File: config.mk
export PLATFORM = sky130hd
export DESIGN_NAME = pc_fetch_sequencer
export DESIGN_NICKNAME = d
export VERILOG_FILES = /design/src/rtl/pc_fetch_sequencer.sv
export SDC_FILE = /design/constraint.sdc
export NUM_CORES = 1
export LEC_CHECK = 0
export ABC_AREA = 1
export CORE_AREA = 3 3 93 95
export CTS_CLUSTER_DIAMETER = 50
export DETAILED_ROUTE_END_ITERATION = 7
export DIE_AREA = 0 0 96 98
export MAX_ROUTING_LAYER = met4
export PLACE_DENSITY = 0.81
export SLEW_MARGIN = 20
export SYNTH_ARGS = -nofsm -noshare
export SYNTH_HDL_FRONTEND = slang
export SYNTH_SLANG_ARGS = --single-unit
File: constraint.sdc
create_clock -name Clk -period 1.9 [get_ports Clk]
set_input_delay 0.38 -clock Clk [delete_from_list [all_inputs] [get_ports Clk]]
set_output_delay 0.38 -clock Clk [all_outputs]
set_load 0.005 [all_outputs]
File: src/rtl/pc_fetch_sequencer.sv
// pc_fetch_sequencer: IF-stage program counter with redirect, halt/resume and
// a valid/ready fetch handshake toward instruction memory.
// Optional feature macro: PC_MISALIGN_TRAP_EN
//   defined   -> misaligned redirects load TRAP_VECTOR and pulse MisalignTrap
//   undefined -> misaligned redirect targets are word-aligned, MisalignTrap = 0
module pc_fetch_sequencer #(
    parameter logic [31:0] RESET_VECTOR = 32'h0000_0000,
    parameter logic [31:0] TRAP_VECTOR  = 32'h0000_0080
) (
    input  logic        Clk,
    input  logic        Reset,
    input  logic [31:0] PCAddResult,
    input  logic        FetchReady,
    input  logic        RedirectValid,
    input  logic [31:0] RedirectTarget,
    input  logic        Halt,
    input  logic        Resume,
    output logic [31:0] PCResult,
    output logic        FetchValid,
    output logic        Halted,
    output logic [31:0] FetchCount,
    output logic        MisalignTrap
);

`ifdef PC_MISALIGN_TRAP_EN
    localparam bit TRAP_EN = 1'b1;
`else
    localparam bit TRAP_EN = 1'b0;
`endif

    typedef enum logic [1:0] {
        S_BOOT,
        S_RUN,
        S_HALT
    } state_t;

    state_t      r_state;
    state_t      w_state_nxt;
    logic [31:0] r_pc;
    logic [31:0] r_count;
    logic        r_valid;
    logic        r_halted;
    logic        r_trap;
    logic        w_fire;
    logic        w_misalign;
    logic        w_trap_nxt;
    logic [31:0] w_redirect_pc;
    logic [31:0] w_pc_nxt;

    assign w_fire     = r_valid & FetchReady;
    assign w_misalign = |RedirectTarget[1:0];

    // Redirect destination: trap on misalignment when enabled, otherwise word-align.
    always_comb begin
        w_redirect_pc = TRAP_EN ? (w_misalign ? TRAP_VECTOR : RedirectTarget)
                                : (RedirectTarget & ~32'h3);
        w_trap_nxt    = TRAP_EN & RedirectValid & w_misalign;
        w_pc_nxt      = RedirectValid ? w_redirect_pc :
                        w_fire        ? PCAddResult   : r_pc;
    end

    // Next-state logic: BOOT lasts one cycle; Halt beats Resume while halted.
    always_comb begin
        w_state_nxt = r_state;
        case (r_state)
            S_BOOT:  w_state_nxt = S_RUN;
            S_RUN:   w_state_nxt = Halt ? S_HALT : S_RUN;
            S_HALT:  w_state_nxt = (Resume & ~Halt) ? S_RUN : S_HALT;
            default: w_state_nxt = S_BOOT;
        endcase
    end

    // State, PC, counter and registered status outputs.
    always_ff @(posedge Clk or negedge Reset) begin
        if (!Reset) begin
            r_state  <= S_BOOT;
            r_pc     <= RESET_VECTOR;
            r_count  <= 32'd0;
            r_valid  <= 1'b0;
            r_halted <= 1'b0;
            r_trap   <= 1'b0;
        end else begin
            r_state  <= w_state_nxt;
            r_pc     <= w_pc_nxt;
            r_count  <= r_count + {31'd0, w_fire};
            r_valid  <= (w_state_nxt == S_RUN);
            r_halted <= (w_state_nxt == S_HALT);
            r_trap   <= w_trap_nxt;
        end
    end

    assign PCResult     = r_pc;
    assign FetchValid   = r_valid;
    assign Halted       = r_halted;
    assign FetchCount   = r_count;
    assign MisalignTrap = r_trap;

endmodule

==> summary.md <==
| Metric | Value |
|---|---|
| Status | finished, final reports clean |
| Syn nets | 485 |
| Mux cell area share after synthesis | 0% |
| Worst reg-to-reg setup slack | between 0.2 and 0.25 ns |
| Post-Syn Instances | between 400 and 500 |
| Shortest period the worst path allows | between 1.5 and 2 ns |
| Max frequency | approximately 0.55 GHz |
| Placed cell count | between 600 and 700 |
| Largest family of logic cells by synthesized area | simple AND/OR/NAND/NOR gates |
| Nets@finish | 630 |
| Clk root buf | clkbuf_8 |
| IO buf count | around 130 |
| Worst Reg2Reg Path Length in Cells | 11 |
| Final cell count without fillers | roughly 670 |
| Crit path DAT | a little over 2 ns |
| Final setup margin | about 0.095 ns |
| Largest net degree at the start of global routing | between 60 and 70 |
| Final setup violating endpoints | 0 |
| CP most frequent cell | nand2_1 |
| Endpoints failing hold | 0 |
| Hold WS | 0.04839 ns |
| Hold Crit Class | primary input to asynchronous set/reset pin |
| Maximum vdd drop | about 420 µV |
| Reg2reg end | FetchCount[26]$_DFF_PN0_ |
| Synth Cell Area | roughly 3400 µm² |
| Share of cells above drive strength 1 | 11.39% |
| Static leakage | 2.341 nW |
| DRC viols | 0 |
| Post-route clock period utilization | a little over nine tenths |
| Die width | roughly 96 µm |
| Initial Util | 43.91% |
| First-pass GRT wire length | approximately 15 mm |
| Worst Skew | 0.01295 ns |
| Vias | 3,181 |
| CTS clk-pin slew, worst paths | 0.07 ns |
| Core region area | 7807 µm² |
| Die Y-Extent | ~100 µm |
| Final core utilization | 66.67% |
| CP max stage delay | 0.47 ns |
| Clk_lat worst skew | roughly 0.34 ns |
| Initial DRC Count | between 90 and 100 |
| Post-detailed-route wirelength per cell | roughly 14 µm |
| Row count | 32 |
| CTS max path bufs | 2 |
| GRT Overall Usage | 21.65% |
| Hold-fix buffers, CTS | 0 |
| Place WS | -0.2887 ns |
| Kind of critical path | primary input to flip-flop |
| Startpoint type of the worst setup path | primary input |
| Power Density | 880.2 nW/µm² |
| Fin area | 5205 µm² |
| Die area | 9408 µm² |
| CTS tree | built |
| Drt via density | 4.783 |
| CTS Sinks | between 60 and 70 |
| CTS Buf Count | 9 |
| GP Congestion | 0.9538 |
| Mean area per synthesized cell | 8.321 µm² |
| Compound-gate portion of the synthesized area | 6.679% |
| Placed instance area | 4931 µm² |
| Synth Area in XOR/XNOR | 4.270% |
| Design Power | 4.581 mW |
| Drt pass-1 iters | 4 |
| H-tree levels | 3 |
| Final antenna-violating net count | 0 |
| Vias in the first global route | 3,229 |
| MaxCap Viol Count | 0 |
| Setup TNS | 0 ns |
| Crit path max fanout | 5 |
| Critical path, cell by cell | clkdlybuf4s50_1 -> nand2_2 -> inv_2 -> ha_2 -> ha_2 -> nand2_2 -> nor2_8 -> nand2_8 -> nor2_8 -> nand2_1 -> nand2_1 -> nand2_1 |
| Synthesis-to-layout area growth | 51.82% |
| Adder-Cell Fraction of Synth Area | 1.095% |
| Pins Over Slew Limit | 0 |
| Hpwl dp | roughly 7.0 mm |
| Initial antenna violation count | 1 |
| Synth unique cells | 24 |
| GRT overflow | 0 |
| Worst Path Required | 2.13 ns |
| Yosys Warn Count | 0 |
| Synth Area in Simple Gates | 33.47% |
| Ports | 137 |
| Final wirelength | 9.101 mm |
| Reg2reg start | FetchValid$_DFF_PN0_ |
| Crit end category | flip-flop |
| Seq/Total Area, Yosys | between 40% and 50% |
| Slowest CP cell | clkdlybuf4s50_1 |
| Yosys reg bits | slightly below 70 |
worst max-delay path, delay by kind of cell:
kind / cells / cell delay, ns
simple gates: 8 / 0.76
buf+inv: 2 / 0.53
fa+ha+maj: 2 / 0.36
worst max path at each step:
stage,startpoint,endpoint,slack (ns),cells after the start
2_1_floorplan,FetchReady,FetchCount[24]$_DFF_PN0_,0.25,11
3_3_place_gp,FetchReady,FetchCount[20]$_DFF_PN0_,-0.20,12
3_5_place_dp,FetchReady,FetchCount[20]$_DFF_PN0_,-0.29,12
4_1_cts,FetchReady,FetchCount[20]$_DFF_PN0_,0.07,12
5_1_grt,FetchReady,FetchCount[26]$_DFF_PN0_,-0.03,12
6_report,FetchReady,FetchCount[26]$_DFF_PN0_,0.1,12
synthesized netlist by cell type:
cell type,number,share of area [%]
clkbuf_1,3,0.33
nor2_1,57,6.2
inv_1,23,2.5
nand2_1,154,17
xor2_2,2,0.95
nor2_8,4,2.3
dfrtp_1,68,50
nand2_8,1,0.58
a21boi_0,2,0.44
nor2_2,8,1.5
nor2_4,5,1.6
xnor2_1,4,1.0
o22ai_1,1,0.18
a21oi_1,4,0.58
nand2_4,2,0.66
nand2_2,5,0.91
ha_1,3,1.1
nand3_1,7,1.0
buf_4,4,0.88
xor2_1,9,2.3
conb_1,1,0.11
buf_2,7,1.0
nand3b_1,8,1.8
a31oi_1,30,5.5
final cells by class:
cell class              instances  area, µm²
inverters                      23      86.33
well taps                     102      127.6
clock inverters                 6      111.4
fillers                       644       2603
diodes                          1      2.502
flip-flops and latches         68       1702
repair buffers                148       1464
multi-input cells             307       1574
clock buffers                  10      137.6
where the power goes:
part | internal [mW] | total (mW) | switching [mW]
Combinational | 0.722 | 1.21 | 0.485
Sequential | 1.70 | 1.89 | 0.192
Clock | 0.908 | 1.48 | 0.573
Total | 3.33 | 4.58 | 1.25
routing by layer:
| metal | share of wire (%) | routed length (µm) | vias to the layer above | track usage (%) |
|---|---|---|---|---|
| met3 | 8.7 | 793 | 13 | 7.473 |
| met4 | 1.8 | 167 | 0 | 7.659 |
| met5 | 0 | 0 | - | - |
| met1 | 41 | 3691 | 1458 | 24.85 |
| li1 | - | - | 1592 | - |
| met2 | 49 | 4448 | 118 | 34.78 |
logic make-up (layout without fill, tap and decap cells):
| logic type | count (synthesis) | in the layout |
|---|---|---|
| adder cells (fa/ha/maj) | 3 | 3 |
| XOR/XNOR | 15 | 15 |
| flip-flops | 68 | 68 |
| other | 1 | 2 |
| buffers and inverters | 37 | 187 |
| AND/OR/NAND/NOR | 251 | 251 |
| AO/OA/AOI/OAI | 37 | 37 |
flip-flops by register name, summed over array words and instances, names as in the netlist:
name and flops:
Halted 1, FetchCount 32, PCResult 32, FetchValid 1, r_state 2
layout by cell type, fill, tap and decap left out, types with 2 or more instances in the layout:
cell / instances
nand2_1: 152
clkdlybuf4s50_1: 132
dfrtp_1: 68
nor2_1: 57
a31oi_1: 30
inv_1: 22
buf_4: 13
clkbuf_8: 10
xor2_1: 9
nor2_2: 8
nand3b_1: 8
nand2_2: 7
nand3_1: 7
nor2_4: 5
nor2_8: 4
xnor2_1: 4
a21oi_1: 4
bufinv_16: 3
nand2_4: 2
xor2_2: 2
a21boi_0: 2
ha_2: 2
buf_12: 2
repair_timing:
action | in CTS | in global routing
setup endpoints to repair | 0 | 5
hold endpoints to repair | 0 | 0
buffers inserted | 0 | 2
resized for setup | 0 | 4
No activity file was read; power rests on OpenSTA's default activity.
==> variant 1 (config.mk and constraints unchanged) <==
Set the localparam `TRAP_EN` to 1'b1 (it was 1'b0).
--- a/src/rtl/pc_fetch_sequencer.sv
+++ b/src/rtl/pc_fetch_sequencer.sv
@@ -25,7 +25,7 @@
 `ifdef PC_MISALIGN_TRAP_EN
     localparam bit TRAP_EN = 1'b1;
 `else
-    localparam bit TRAP_EN = 1'b0;
+    localparam bit TRAP_EN = 1'b1;
 `endif
 
     typedef enum logic [1:0] {
Behaviour: not the same (Yosys sat finds a counterexample within 4 cycles, from zero or initial values and one cycle with Reset low).
==> variant 1 against the original RTL <==
Worst hold slack worse by 0.0057 ns. Power down 10%. Global-route usage up 0.89 points. Routed wire length up 7.6%. Critical path type unchanged. Cell area down 0.29%. Synthesized area up 1.1%. Worst setup slack better by 0.017 ns. Sequential cell count up 1. Count of clock-buffer cells in the layout up 3.
==> variant 1: results (changes against the original RTL) <==
Placed Instance Area - 5010 um2 (+1.5%)
Worst Skew - 0.00910 ns (-0.00385 ns)
Synth top cells by count - nand2_1 (122), dfrtp_1 (69), nor2_1 (60)
Post-DP HPWL - 7.34 mm (+4.2%)
Min-delay worst type - in -> async
Netlist cell types - 26 (+8.3%)
Post-synth ARST share - 100% (unchanged)
Root Buffer - clkbuf_8
# diodes - 0 (-1)
CP max stage delay - 0.46 ns
CP max stage cell - clkdlybuf4s50_1
Gpl congestion - 0.842 (-12%)
DRT iter0 DRCs - 152 (+67%)
Vias in the first global route - 3459 (+7.1%)
Bufs on Longest Clock Path - 2 (unchanged)
Fillers - 653 (+1.4%)
Largest net degree at the start of global routing - 70 (+1.4%)
DR pass1 iterations - 4 (unchanged)
Worst VDD drop - 0.000603 V (+44%)
Worst-skew pair later-pin latency - 0.34 ns (about the same)
Status - finished, final reports clean
PortBufs - 136 (+2.3%)
Delay-heaviest family, CP - simple AND/OR/NAND/NOR gates
Worst-margin pin slew - 0.382 ns
CP max FO - 4 (-1)
Routed WL per cell - 14.7 um (+7.1%)
H-tree depth - 3 (unchanged)
Share of cells above drive strength 1 - 10.4% (-0.96 points)
First-pass GRT wire length - 16.1 mm (+5.5%)
GRT Resource Usage Total - 22.5% (+0.89 points)
Synth Flop Type - dfrtp_1
Vias per inst - 5.03 (+5.1%)
Nets@finish - 634 (+0.63%)
Top cells by area in the synthesized netlist - dfrtp_1 (50%), nand2_1 (13%), nor2_1 (6.5%)
Initial antenna violation count - 0 (-1)
Total CTS buffers - 9 (unchanged)
Syn nets - 487 (+0.41%)
Slew Viols, Final - 0 (unchanged)
Seq/Total Area, Yosys - 49.8% (+0.20 points)
Clock Pin Slew Worst Setup and Hold Paths - 0.08 ns
Leakage power - 2.30 nW (-1.7%)
YS warnings - 0 (unchanged)
## variant 1: timing repair
action | in CTS | in global routing
endpoints found under the setup margin | 0 | 3
setup buffers | 0 | 1
resized for setup | 0 | 3
## variant 1: logic make-up after synthesis
kind of cell             synth area share (%)
XOR/XNOR                                 4.44
buffers and inverters                    4.37
AO/OA/AOI/OAI                            9.86
adder cells (fa/ha/maj)                  1.08
AND/OR/NAND/NOR                          30.4
flip-flops                               49.8
## variant 1: per-stage QoR
step	power, mW	cells	setup TNS [ns]	utilization [%]	setup WS [ns]
after floorplan	2.29	414	0	-	0.214
after global placement	3.04	651	-2.28	64.1	-0.203
after detailed placement	3.07	651	-3.15	64.1	-0.249
after CTS	4.15	667	0	66.3	0.109
after global routing	4.35	668	-0.000137	66.5	-0.000137
final	4.10	668	0	66.5	0.112
## variant 1: final cells by class
cell class              count  area share [%]
well taps                 102            2.46
inverters                  24            1.74
flip-flops and latches     69            33.3
repair buffers            148            28.6
multi-input cells         309            30.7
clock buffers              13            2.87
clock inverters             3           0.410
## variant 1: per-layer routing
metal / global-route usage (%) / routed length [um] / part of all wire (%) / vias to the layer above
met5: - / 0 / 0 / -
met2: 34.6 / 4580 / 47 / 167
met1: 27.0 / 3980 / 41 / 1571
met3: 7.16 / 968 / 9.9 / 20
met4: 9.63 / 261 / 2.7 / 0
li1: - / - / - / 1599
## variant 1: power by group
part           total (mW)  switching [mW]  internal, mW
logic                1.15           0.485         0.669
registers            1.88           0.184          1.70
clock network        1.07           0.560         0.512
total                4.10            1.23          2.88
## variant 1: path summary, 6_finish.rpt
kind / startpoint / slack (ns) / cells after the start / end
hold reg to reg: FetchCount[31] / 0.50 / 2 / FetchCount[31]
setup / recovery: FetchReady / 0.11 / 12 / FetchCount[28]
max in group asynchronous: Reset / 1.53 / 2 / FetchCount[29]
setup reg to reg: FetchValid / 0.17 / 11 / FetchCount[28]
hold / removal: Reset / 0.04 / 2 / FetchCount[11]
min in group Clk: FetchCount[31] / 0.50 / 2 / FetchCount[31]
## variant 1: worst register-to-register path: cells and delay by family (launching register included)
kind	cells	cell delay [ns]
DFF	1	0.42
and+or+nand+nor	8	0.80
buffers and inverters	1	0.07
adders and majority gates	2	0.35
==> variant 2 (config.mk and constraints unchanged) <==
Without the edit above. Make the reset (`Reset`) synchronous in one clocked block.
--- a/src/rtl/pc_fetch_sequencer.sv
+++ b/src/rtl/pc_fetch_sequencer.sv
@@ -71,7 +71,7 @@
     end
 
     // State, PC, counter and registered status outputs.
-    always_ff @(posedge Clk or negedge Reset) begin
+    always_ff @(posedge Clk) begin
         if (!Reset) begin
             r_state  <= S_BOOT;
             r_pc     <= RESET_VECTOR;
Function: differs if Reset is asserted again (counterexample within 4 cycles, from zero or initial values and one cycle with Reset low); with Reset held inactive, the same outputs for 10 cycles.
==> variant 2 against the original RTL <==
Sequential cell count unchanged. Sequential share of layout area decreased by 5.9 points. Global-route usage increased by 0.30 points. Synthesized area decreased by 2.3%. Worst setup slack improved by 0.034 ns. Count of clock-buffer cells in the layout increased by 5. Cell area decreased by 2.4%. Routed wire length increased by 8.8%. Via count increased by 20%. Clock skew decreased by 0.0076 ns. Synthesized cell count increased by 25%. Critical endpoint is now FetchCount[10]. Highest routed layer unchanged.
Power is not compared: it rests on default switching activity, and its combinational part moved more than twofold at a synthesized area within 25%.
==> variant 2: results (changes against the original RTL) <==
Status - finished, final reports clean
Grt total ovfl - 0 (unchanged)
Top cells by area in the synthesized netlist - dfxtp_1 (41%), nand3_1 (16%), nand2_1 (15%)
H-tree depth - 3 (unchanged)
CP max stage cell - clkdlybuf4s50_1
PortBufs - 133 (unchanged)
First-pass GRT wire length - 16.1 mm (+5.5%)
Bufs on Longest Clock Path - 2 (unchanged)
Syn Area/Cell - 6.52 um2 (-22%)
Gpl congestion - 0.899 (-5.8%)
Total wire length - 9.91 mm (+8.8%)
Worst Skew - 0.00538 ns (-0.00756 ns)
Worst EP arrival - 1.99 ns (-0.05 ns)
Post-synthesis mux area share - 0% (unchanged)
Delay-heaviest family, CP - buffers and inverters
Share of cells above drive strength 1 - 8.81% (-2.6 points)
GRT Resource Usage Total - 21.9% (+0.30 points)
Slew Viols, Final - 0 (unchanged)
Synth Area in Compound Gates - 4.86% (-1.8 points)
Nets@finish - 726 (+15%)
Netlist cell types - 27 (+13%)
Met3 wire length - 923 um (+16%)
Total CTS buffers - 9 (unchanged)
Leakage power - 2.14 nW
Vias per inst - 5.01 (+4.6%)
Placed cells - 741 (+15%)
# diodes - 0 (-1)
Xor/xnor share of the synthesized area - 0.523% (-3.7 points)
Worst VDD drop - 0.000335 V
Vias in the first global route - 3634 (+13%)
Met1 Wirelength - 3.90 mm (+5.5%)
Initial antenna violation count - 0 (-1)
Vias - 3804 (+20%)
Top routing layer in use - met4
CP max stage delay - 0.47 ns (about the same)
Post-synth ARST share - 0% (-100 points)
Post-DP HPWL - 7.33 mm (+4.0%)
Setup violators final - 0 (unchanged)
Adder-cell share of the synthesized area - 1.12% (+0.026 points)
YS warnings - 0 (unchanged)
CP max FO - 3 (-2)
Synth top cells by count - nand2_1 (133), nand3_1 (105), nor2_1 (71)
Seq/Total Area, Yosys - 40.6% (-9.0 points)
Largest net degree at the start of global routing - 56 (-19%)
Clock Pin Slew Worst Setup and Hold Paths - 0.07 ns (about the same)
DRT iter0 DRCs - 172 (+89%)
Worst-skew pair later-pin latency - 0.33 ns
Root Buffer - clkbuf_8
WL met2 - 4.89 mm (+10%)
Fillers - 697 (+8.2%)
Min-delay worst type - in -> reg
DR pass1 iterations - 4 (unchanged)
Syn nets - 587 (+21%)
==> variant 2: report_power, final <==
part	leakage (nW)	switching [mW]	internal, mW
registers	0.555	0.0288	1.48
logic	1.50	0.197	0.277
clock network	0.0937	0.517	0.582
total	2.14	0.743	2.34
==> variant 2: per-layer routing <==
metal / vias to the layer above / global-route usage (%)
li1: 1908 / -
met3: 18 / 6.86
met1: 1715 / 24.7
met5: - / -
met2: 163 / 36.1
met4: 0 / 7.99
==> variant 2: repair_timing <==
action / CTS / global route
endpoints found under the setup margin: 0 / 13
hold buffers: 0 / 0
buffers inserted: 0 / 3
gates resized for setup: 0 / 9
==> variant 2: stage by stage <==
stage	setup TNS, ns	worst slack [ns]	cell area (um2)	power [mW]
2_1_floorplan	0	0.0267	3350	1.72
3_3_place_gp	-3.22	-0.241	4840	2.00
3_5_place_dp	-4.94	-0.300	4840	2.02
4_1_cts	0	0.00687	5030	3.11
5_1_grt	0	0.0173	5080	3.23
6_report	0	0.129	5080	3.08
==> variant 2: path summary, 6_finish.rpt <==
check	start	endpoint	slack, ns	depth (start not counted)
setup / recovery	FetchReady	FetchCount[10]	0.13	10
hold / removal	Reset	FetchCount[11]	0.49	3
setup reg to reg	FetchValid	FetchCount[10]	0.28	9
hold reg to reg	PCResult[1]	PCResult[1]	0.51	2
==> variant 2: area by class of cell <==
cell class              count  area, um2  share of cell area [%]
multi-input cells         371       1730                    34.1
flip-flops and latches     68       1360                    26.8
repair buffers            150       1480                    29.1
clock inverters             1       5.00                  0.0985
clock buffers              15        176                    3.47
inverters                  53        199                    3.92
well taps                 102        128                    2.51
==> variant 2: worst register-to-register path, stage by stage (launching register included) <==
cell and delay, ns:
dfxtp_1 0.35, nand2_2 0.07, inv_2 0.05, ha_2 0.19
ha_4 0.14, nand2_2 0.09, nor2_4 0.16, nand3b_1 0.15
o21ai_0 0.24, a21oi_1 0.07
==> variant 2: cells by family after synthesis <==
kind of cell | after synthesis
AO/OA/AOI/OAI | 32
flip-flops | 68
adder cells (fa/ha/maj) | 3
XOR/XNOR | 2
buffers and inverters | 75
other | 1
AND/OR/NAND/NOR | 333
